File: src/rtl/count_recorder_if.sv
// Capture buffer bus: sample input, clear/arm controls, read port and status.
// master drives controls/samples/reads; slave is the recorder.
interface count_recorder_if #(
    parameter int DATA_WIDTH = 8,
    parameter int ADDR_WIDTH = 4
);
    logic                  start;
    logic                  clr;
    logic                  in_valid;
    logic [DATA_WIDTH-1:0] in_data;
    logic                  rd_req;
    logic [DATA_WIDTH-1:0] rd_data;
    logic                  rd_valid;
    logic [ADDR_WIDTH:0]   level;
    logic                  full;
    logic                  empty;
    logic                  overflow;
    logic                  end_pulse;
    logic                  capturing;

    modport master (
        output start, clr, in_valid, in_data, rd_req,
        input  rd_data, rd_valid, level, full, empty,
        input  overflow, end_pulse, capturing
    );

    modport slave (
        input  start, clr, in_valid, in_data, rd_req,
        output rd_data, rd_valid, level, full, empty,
        output overflow, end_pulse, capturing
    );
endinterface

File: src/rtl/count_recorder.sv
// Circular capture buffer for counter samples; stops after the all-ones sample.
// COUNT_RECORDER_OVERWRITE_EN: writes while full replace the oldest entry.
module count_recorder #(
    parameter int DATA_WIDTH = 8,
    parameter int ADDR_WIDTH = 4
) (
    input  logic               clk,
    input  logic               rst,
    count_recorder_if.slave    bus
);
    localparam int DEPTH = 1 << ADDR_WIDTH;
    localparam logic [ADDR_WIDTH:0]   LVL_FULL = DEPTH[ADDR_WIDTH:0];
    localparam logic [ADDR_WIDTH:0]   LVL_ONE  = 1;
    localparam logic [ADDR_WIDTH-1:0] PTR_ONE  = 1;
    localparam logic [DATA_WIDTH-1:0] ALL_ONES = '1;

    localparam logic [1:0] S_IDLE    = 2'd0;
    localparam logic [1:0] S_CAPTURE = 2'd1;
    localparam logic [1:0] S_STOPPED = 2'd2;

    logic [1:0]            r_state;
    logic [DATA_WIDTH-1:0] r_mem [DEPTH];
    logic [ADDR_WIDTH-1:0] r_wr_ptr;
    logic [ADDR_WIDTH-1:0] r_rd_ptr;
    logic [ADDR_WIDTH:0]   r_level;
    logic                  r_overflow;
    logic                  r_end;
    logic                  r_rd_valid;
    logic [DATA_WIDTH-1:0] r_rd_data;

    logic w_full;
    logic w_empty;
    logic w_accept;
    logic w_last;
    logic w_rd;
    logic w_push;
    logic w_evict;

    assign w_full   = (r_level == LVL_FULL);
    assign w_empty  = (r_level == '0);
    assign w_accept = !bus.clr && (r_state == S_CAPTURE) && bus.in_valid;
    assign w_last   = w_accept && (bus.in_data == ALL_ONES);
    assign w_rd     = !bus.clr && bus.rd_req && !w_empty;

`ifdef COUNT_RECORDER_OVERWRITE_EN
    // Full with no read: write over the oldest slot and drop it.
    assign w_push  = w_accept;
    assign w_evict = w_accept && w_full && !w_rd;
`else
    assign w_push  = w_accept && (!w_full || w_rd);
    assign w_evict = 1'b0;
`endif

    always_ff @(posedge clk or posedge rst) begin
        if (rst) begin
            r_state <= S_IDLE;
        end else if (bus.clr) begin
            r_state <= S_IDLE;
        end else begin
            case (r_state)
                S_IDLE:    if (bus.start) r_state <= S_CAPTURE;
                S_CAPTURE: if (w_last) r_state <= S_STOPPED;
                S_STOPPED: r_state <= S_STOPPED;
                default:   r_state <= S_IDLE;
            endcase
        end
    end

    always_ff @(posedge clk) begin
        if (w_push) r_mem[r_wr_ptr] <= bus.in_data;
    end

    always_ff @(posedge clk or posedge rst) begin
        if (rst) begin
            r_wr_ptr   <= '0;
            r_rd_ptr   <= '0;
            r_level    <= '0;
            r_overflow <= 1'b0;
            r_end      <= 1'b0;
            r_rd_valid <= 1'b0;
            r_rd_data  <= '0;
        end else if (bus.clr) begin
            r_wr_ptr   <= '0;
            r_rd_ptr   <= '0;
            r_level    <= '0;
            r_overflow <= 1'b0;
            r_end      <= 1'b0;
            r_rd_valid <= 1'b0;
        end else begin
            r_end      <= w_last;
            r_rd_valid <= w_rd;
            if (w_rd) r_rd_data <= r_mem[r_rd_ptr];
            if (w_push) r_wr_ptr <= r_wr_ptr + PTR_ONE;
            if (w_rd || w_evict) r_rd_ptr <= r_rd_ptr + PTR_ONE;
            if (w_accept && w_full && !w_rd) r_overflow <= 1'b1;
            if (w_push && !w_rd && !w_evict) r_level <= r_level + LVL_ONE;
            else if (w_rd && !w_push) r_level <= r_level - LVL_ONE;
        end
    end

    assign bus.rd_data   = r_rd_data;
    assign bus.rd_valid  = r_rd_valid;
    assign bus.level     = r_level;
    assign bus.full      = w_full;
    assign bus.empty     = w_empty;
    assign bus.overflow  = r_overflow;
    assign bus.end_pulse = r_end;
    assign bus.capturing = (r_state == S_CAPTURE);
endmodule

File: src/flat_wrapper.sv
// flat-port wrapper written by rule: the top's interface ports become plain ports
module count_recorder_flat 
#(
    parameter int DATA_WIDTH = 8,
    parameter int ADDR_WIDTH = 4
)
  (clk, rst, bus_start, bus_clr, bus_in_valid, bus_in_data, bus_rd_req, bus_rd_data, bus_rd_valid, bus_level, bus_full, bus_empty, bus_overflow, bus_end_pulse, bus_capturing);
  count_recorder_if #(.DATA_WIDTH(DATA_WIDTH), .ADDR_WIDTH(ADDR_WIDTH)) bus_i ();
  input  logic clk;
  input  logic rst;
  input wire logic [$bits(bus_i.start)-1:0] bus_start;
  input wire logic [$bits(bus_i.clr)-1:0] bus_clr;
  input wire logic [$bits(bus_i.in_valid)-1:0] bus_in_valid;
  input wire logic [$bits(bus_i.in_data)-1:0] bus_in_data;
  input wire logic [$bits(bus_i.rd_req)-1:0] bus_rd_req;
  output wire logic [$bits(bus_i.rd_data)-1:0] bus_rd_data;
  output wire logic [$bits(bus_i.rd_valid)-1:0] bus_rd_valid;
  output wire logic [$bits(bus_i.level)-1:0] bus_level;
  output wire logic [$bits(bus_i.full)-1:0] bus_full;
  output wire logic [$bits(bus_i.empty)-1:0] bus_empty;
  output wire logic [$bits(bus_i.overflow)-1:0] bus_overflow;
  output wire logic [$bits(bus_i.end_pulse)-1:0] bus_end_pulse;
  output wire logic [$bits(bus_i.capturing)-1:0] bus_capturing;
  assign bus_i.start = bus_start;
  assign bus_i.clr = bus_clr;
  assign bus_i.in_valid = bus_in_valid;
  assign bus_i.in_data = bus_in_data;
  assign bus_i.rd_req = bus_rd_req;
  assign bus_rd_data = bus_i.rd_data;
  assign bus_rd_valid = bus_i.rd_valid;
  assign bus_level = bus_i.level;
  assign bus_full = bus_i.full;
  assign bus_empty = bus_i.empty;
  assign bus_overflow = bus_i.overflow;
  assign bus_end_pulse = bus_i.end_pulse;
  assign bus_capturing = bus_i.capturing;
  count_recorder #(.DATA_WIDTH(DATA_WIDTH), .ADDR_WIDTH(ADDR_WIDTH)) u_core (.clk(clk), .rst(rst), .bus(bus_i));
endmodule
File: config.mk
export PLATFORM = sky130hd
export DESIGN_NAME = count_recorder_flat
export DESIGN_NICKNAME = d
export VERILOG_FILES = /design/src/rtl/count_recorder_if.sv /design/src/rtl/count_recorder.sv /design/src/flat_wrapper.sv
export SDC_FILE = /design/constraint.sdc
export NUM_CORES = 1
export LEC_CHECK = 0
export CAP_MARGIN = 20
export CORE_MARGIN = 3
export CORE_UTILIZATION = 55
export DETAILED_ROUTE_END_ITERATION = 10
export GPL_TIMING_DRIVEN = 0
export PLACE_DENSITY = 0.84
export RECOVER_POWER = 50
export SETUP_SLACK_MARGIN = 0.3
export SYNTH_ARGS = -nofsm -noshare
export SYNTH_HDL_FRONTEND = slang
export SYNTH_SLANG_ARGS = --single-unit
File: constraint.sdc
create_clock -name clk -period 3.55 [get_ports clk]
set_input_delay 0.355 -clock clk [delete_from_list [all_inputs] [get_ports clk]]
set_output_delay 0.355 -clock clk [all_outputs]
set_load 0.02 [all_outputs]
==> metrics.md <==
| Metric | Value |
|---|---|
| Worst EP arrival | `3.43 ns` |
| Crit path required time | `3.88 ns` |
| Top Family by Delay on Critical Path | `simple AND/OR/NAND/NOR gates` |
| Wire per inst | `23.7 um` |
| R2r setup slk | `0.45 ns` |
| # clock sinks | `154` |
| Syn nets | `386` |
| Power density cells | `709 nW/um2` |
| Worst Max-Slew Pin Slew | `1.32 ns` |
| CORE AREA | `11100 um2` |
| Setup-failing EPs final | `0` |
| Area delta synth->final | `18.3%` |
| Multi-input logic area | `1790 um2` |
| Worst VDD drop | `0.541 mV` |
| Leakage power | `2.59 nW` |
| H-Tree Level Count | `4` |
| Clock transition at path regs | `0.06 ns` |
| Initial antenna violation count | `0` |
| Critical Path, Cell by Cell | `or4_1 > clkbuf_1 > o21ai_4 > nand2_2 > ha_1 > a21oi_1 > nand2_1 > or4_1 > a31oi_1` |
| Vias | `3572` |
| Reg-to-reg critical path endpoint | `u_core.bus.level[4]` |
| Post-Syn Area | `6400 um2` |
| Syn Area/Cell | `17.8 um2` |
| Status | `complete, no violations` |
| Min Tclk post-route | `3.10 ns` |
| Vias in the first global route | `3806` |
| Synthesized netlist cell count | `360` |
| Worst Setup EP | `u_core.bus.level[4]` |
| Largest net degree at the start of global routing | `27` |
| CTS Buf Count | `17` |
| Starting Density | `0.576` |
| Crit path largest cell delay | `0.55 ns` |
| Worst hold-check path type | `in2async` |
| Final net count | `441` |
| Global-route wire length before repair | `20.9 mm` |
| Endpoints failing hold | `0` |
| Register area | `4490 um2` |
| Fmax achieved | `323 MHz` |
| Tcrit/Tclk final | `0.873` |
| Clock tree buffer depth | `2` |
| Die ar. | `13000 um2` |
| Seq/Total Area, Yosys | `0.702` |
| Setup TNS | `0 ns` |
| Crit-path max FO | `8` |
| Vias per cell | `6.29` |
| Routability congestion estimate from global placement | `0.790` |
| Final setup skew | `0.00989 ns` |
| Share of layout cells above drive strength 1 | `0.199` |
| CP most frequent cell | `or4_1` |
| Post-DP HPWL | `8.72 mm` |
| Die Height | `114 um` |
| Crit start category | `flop` |
| FF-to-FF path depth | `9` |
| Critical Path End Type | `flop` |
| Number of cells on the critical path | `9` |
| Slew Viols, Final | `0` |
| Fin util | `0.681` |
| Final wirelength | `13.5 mm` |
| Worst reg2reg startpoint | `u_core.bus.level[0]` |
| Crit-path slowest cell | `or4_1` |
| Residual DRC | `0` |
| Overflow after GRT | `0` |
| Yosys cell types | `49` |
| FP Rows | `38` |
| DRT iter0 DRCs | `400` |
| Worst Path Buf+Inv | `1` |
| PortBufs | `31` |
| Max Cap Viol | `0` |
| Ant diodes | `0` |
| Postcts setup bufs | `0` |
| 1st-pass router iterations | `5` |
| Synth Warn # | `0` |
| RSZ-0062 raised after global routing | `no` |
| Crit Path Class | `reg2reg` |
| Worst skew pair latency | `0.42 ns` |
| GRT Util Overall | `0.224` |
| Max-slew headroom | `0.121` |
| Post-route ant nets | `0` |
| CTS root buffer | `clkbuf_16` |
| Fill cells | `700` |
| I/O Pins | `33` |
| Synthesized flop and latch total | `154` |
| CTS tree | `yes` |
| Start point of the critical path | `u_core.bus.level[0]` |
| Chip Width | `114 um` |
-- synth_stat cells (all sizes together) --
master	count	area [um2]
edfxtp	128	3840
mux4	32	721
dfrtp	26	651
mux2i	18	180
nand2	17	63.8
inv	15	56.3
nor2	12	45.0
buf	11	62.6
ha	11	138
a21oi	9	45.0
and2	8	50.1
clkbuf	8	30.0
o221ai	8	70.1
nor4	5	31.3
o21ai	5	36.3
nand3	4	20.0
a31oi	3	25.0
nand2b	3	18.8
o211ai	3	22.5
or3	3	18.8
xnor2	3	26.3
a22o	2	17.5
a32o	2	20.0
nand3b	2	15.0
nand4	2	12.5
nor3	2	10.0
o22ai	2	18.8
o31ai	2	28.8
or4	2	15.0
xor2	2	17.5
a211o	1	8.76
a21o	1	7.51
and3	1	6.26
and3b	1	8.76
fa	1	20.0
mux2	1	11.3
nor2b	1	6.26
nor3b	1	7.51
o211a	1	10.0
o311ai	1	8.76
-- where the power goes --
group / switching, mW / total [mW] / internal [mW]
registers: 0.0931 / 2.16 / 2.06
logic: 0.728 / 1.29 / 0.565
clock network: 0.678 / 1.92 / 1.24
total: 1.50 / 5.37 / 3.87
-- sequential cells by signal (all words and copies together), names as in the netlist --
register and flops:
u_core.bus.end_pulse 1, u_core.bus.level 5, u_core.bus.overflow 1, u_core.bus.rd_data 8, u_core.bus.rd_valid 1, u_core.r_mem 128
u_core.r_rd_ptr 4, u_core.r_state 2, u_core.r_wr_ptr 4
-- cell usage in the layout (no fill, tap or decap), types with 8 or more instances in the layout --
cell type,synthesis,routed
edfxtp_1,128,128
mux4_2,32,32
dfrtp_1,26,26
mux2i_1,18,18
clkbuf_16,0,17
clkdlybuf4s50_1,0,17
nand2_1,17,16
inv_1,14,14
dlygate4sd3_1,0,14
clkbuf_1,8,12
nor2_1,12,12
ha_1,11,11
a21oi_1,9,9
buf_2,8,8
o221ai_1,8,8
and2_1,8,8
-- metrics by stage --
step / instances / setup slack, ns / area, um2 / power, mW / hold slack [ns]
2_1_floorplan: 360 / 0.749 / 6400 / 3.05 / 0.395
3_3_place_gp: 531 / 0.169 / 6890 / 3.43 / 0.472
3_5_place_dp: 535 / 0.285 / 6950 / 3.50 / 0.501
4_1_cts: 567 / 0.472 / 7580 / 5.42 / 0.520
5_1_grt: 568 / 0.238 / 7580 / 5.59 / 0.254
6_report: 568 / 0.450 / 7580 / 5.37 / 0.264
-- worst min-delay path by stage --
| stage | end | slack [ns] | startpoint |
|---|---|---|---|
| after CTS | u_core.bus.overflow | 0.52 | rst |
| after floorplan | u_core.bus.end_pulse | 0.40 | rst |
| after global placement | u_core.bus.rd_data[2] | 0.47 | u_core.bus.rd_data[2] |
| after global routing | u_core.bus.end_pulse | 0.25 | rst |
| final | u_core.bus.end_pulse | 0.26 | rst |
| after detailed placement | u_core.bus.rd_data[0] | 0.50 | u_core.bus.rd_data[0] |
-- what timing repair did --
action / in CTS / in global routing
hold endpoints to repair: 0 / 0
resized for setup: 0 / 2
endpoints found under the setup margin: 0 / 1
hold buffers: 0 / 0
-- worst register-to-register path, delay by kind of cell, from the launching register on --
| family | cells | cell delay (ns) |
|---|---|---|
| AO/OA/AOI/OAI | 3 | 0.74 |
| adder cells (fa/ha/maj) | 1 | 0.35 |
| buffers and inverters | 1 | 0.22 |
| flip-flops | 1 | 0.49 |
| AND/OR/NAND/NOR | 4 | 1.22 |
-- per-layer routing --
layer  vias up  part of all wire  track usage
met2       164              0.51        0.371
met1      1842              0.40        0.287
met4         0             0.021       0.0784
met5         -                 0            0
met3        24             0.063       0.0626
li1       1542                 -            -
-- cell type report --
class | count | area share
clock buffer | 19 | 0.0571
clock inverter | 13 | 0.0264
buffer | 19 | 0.0112
inverter | 15 | 0.00743
sequential | 154 | 0.593
timing repair buffer | 36 | 0.0454
tap | 140 | 0.0231
multi-input combinational | 172 | 0.236
-- kinds of logic after synthesis --
logic type,synth area share
xor+xnor,0.00684
flops,0.702
fa+ha+maj,0.0246
mux,0.142
simple gates,0.0514
compound gates,0.0498
buf+inv,0.0232
(Power assumes the default switching activity.)
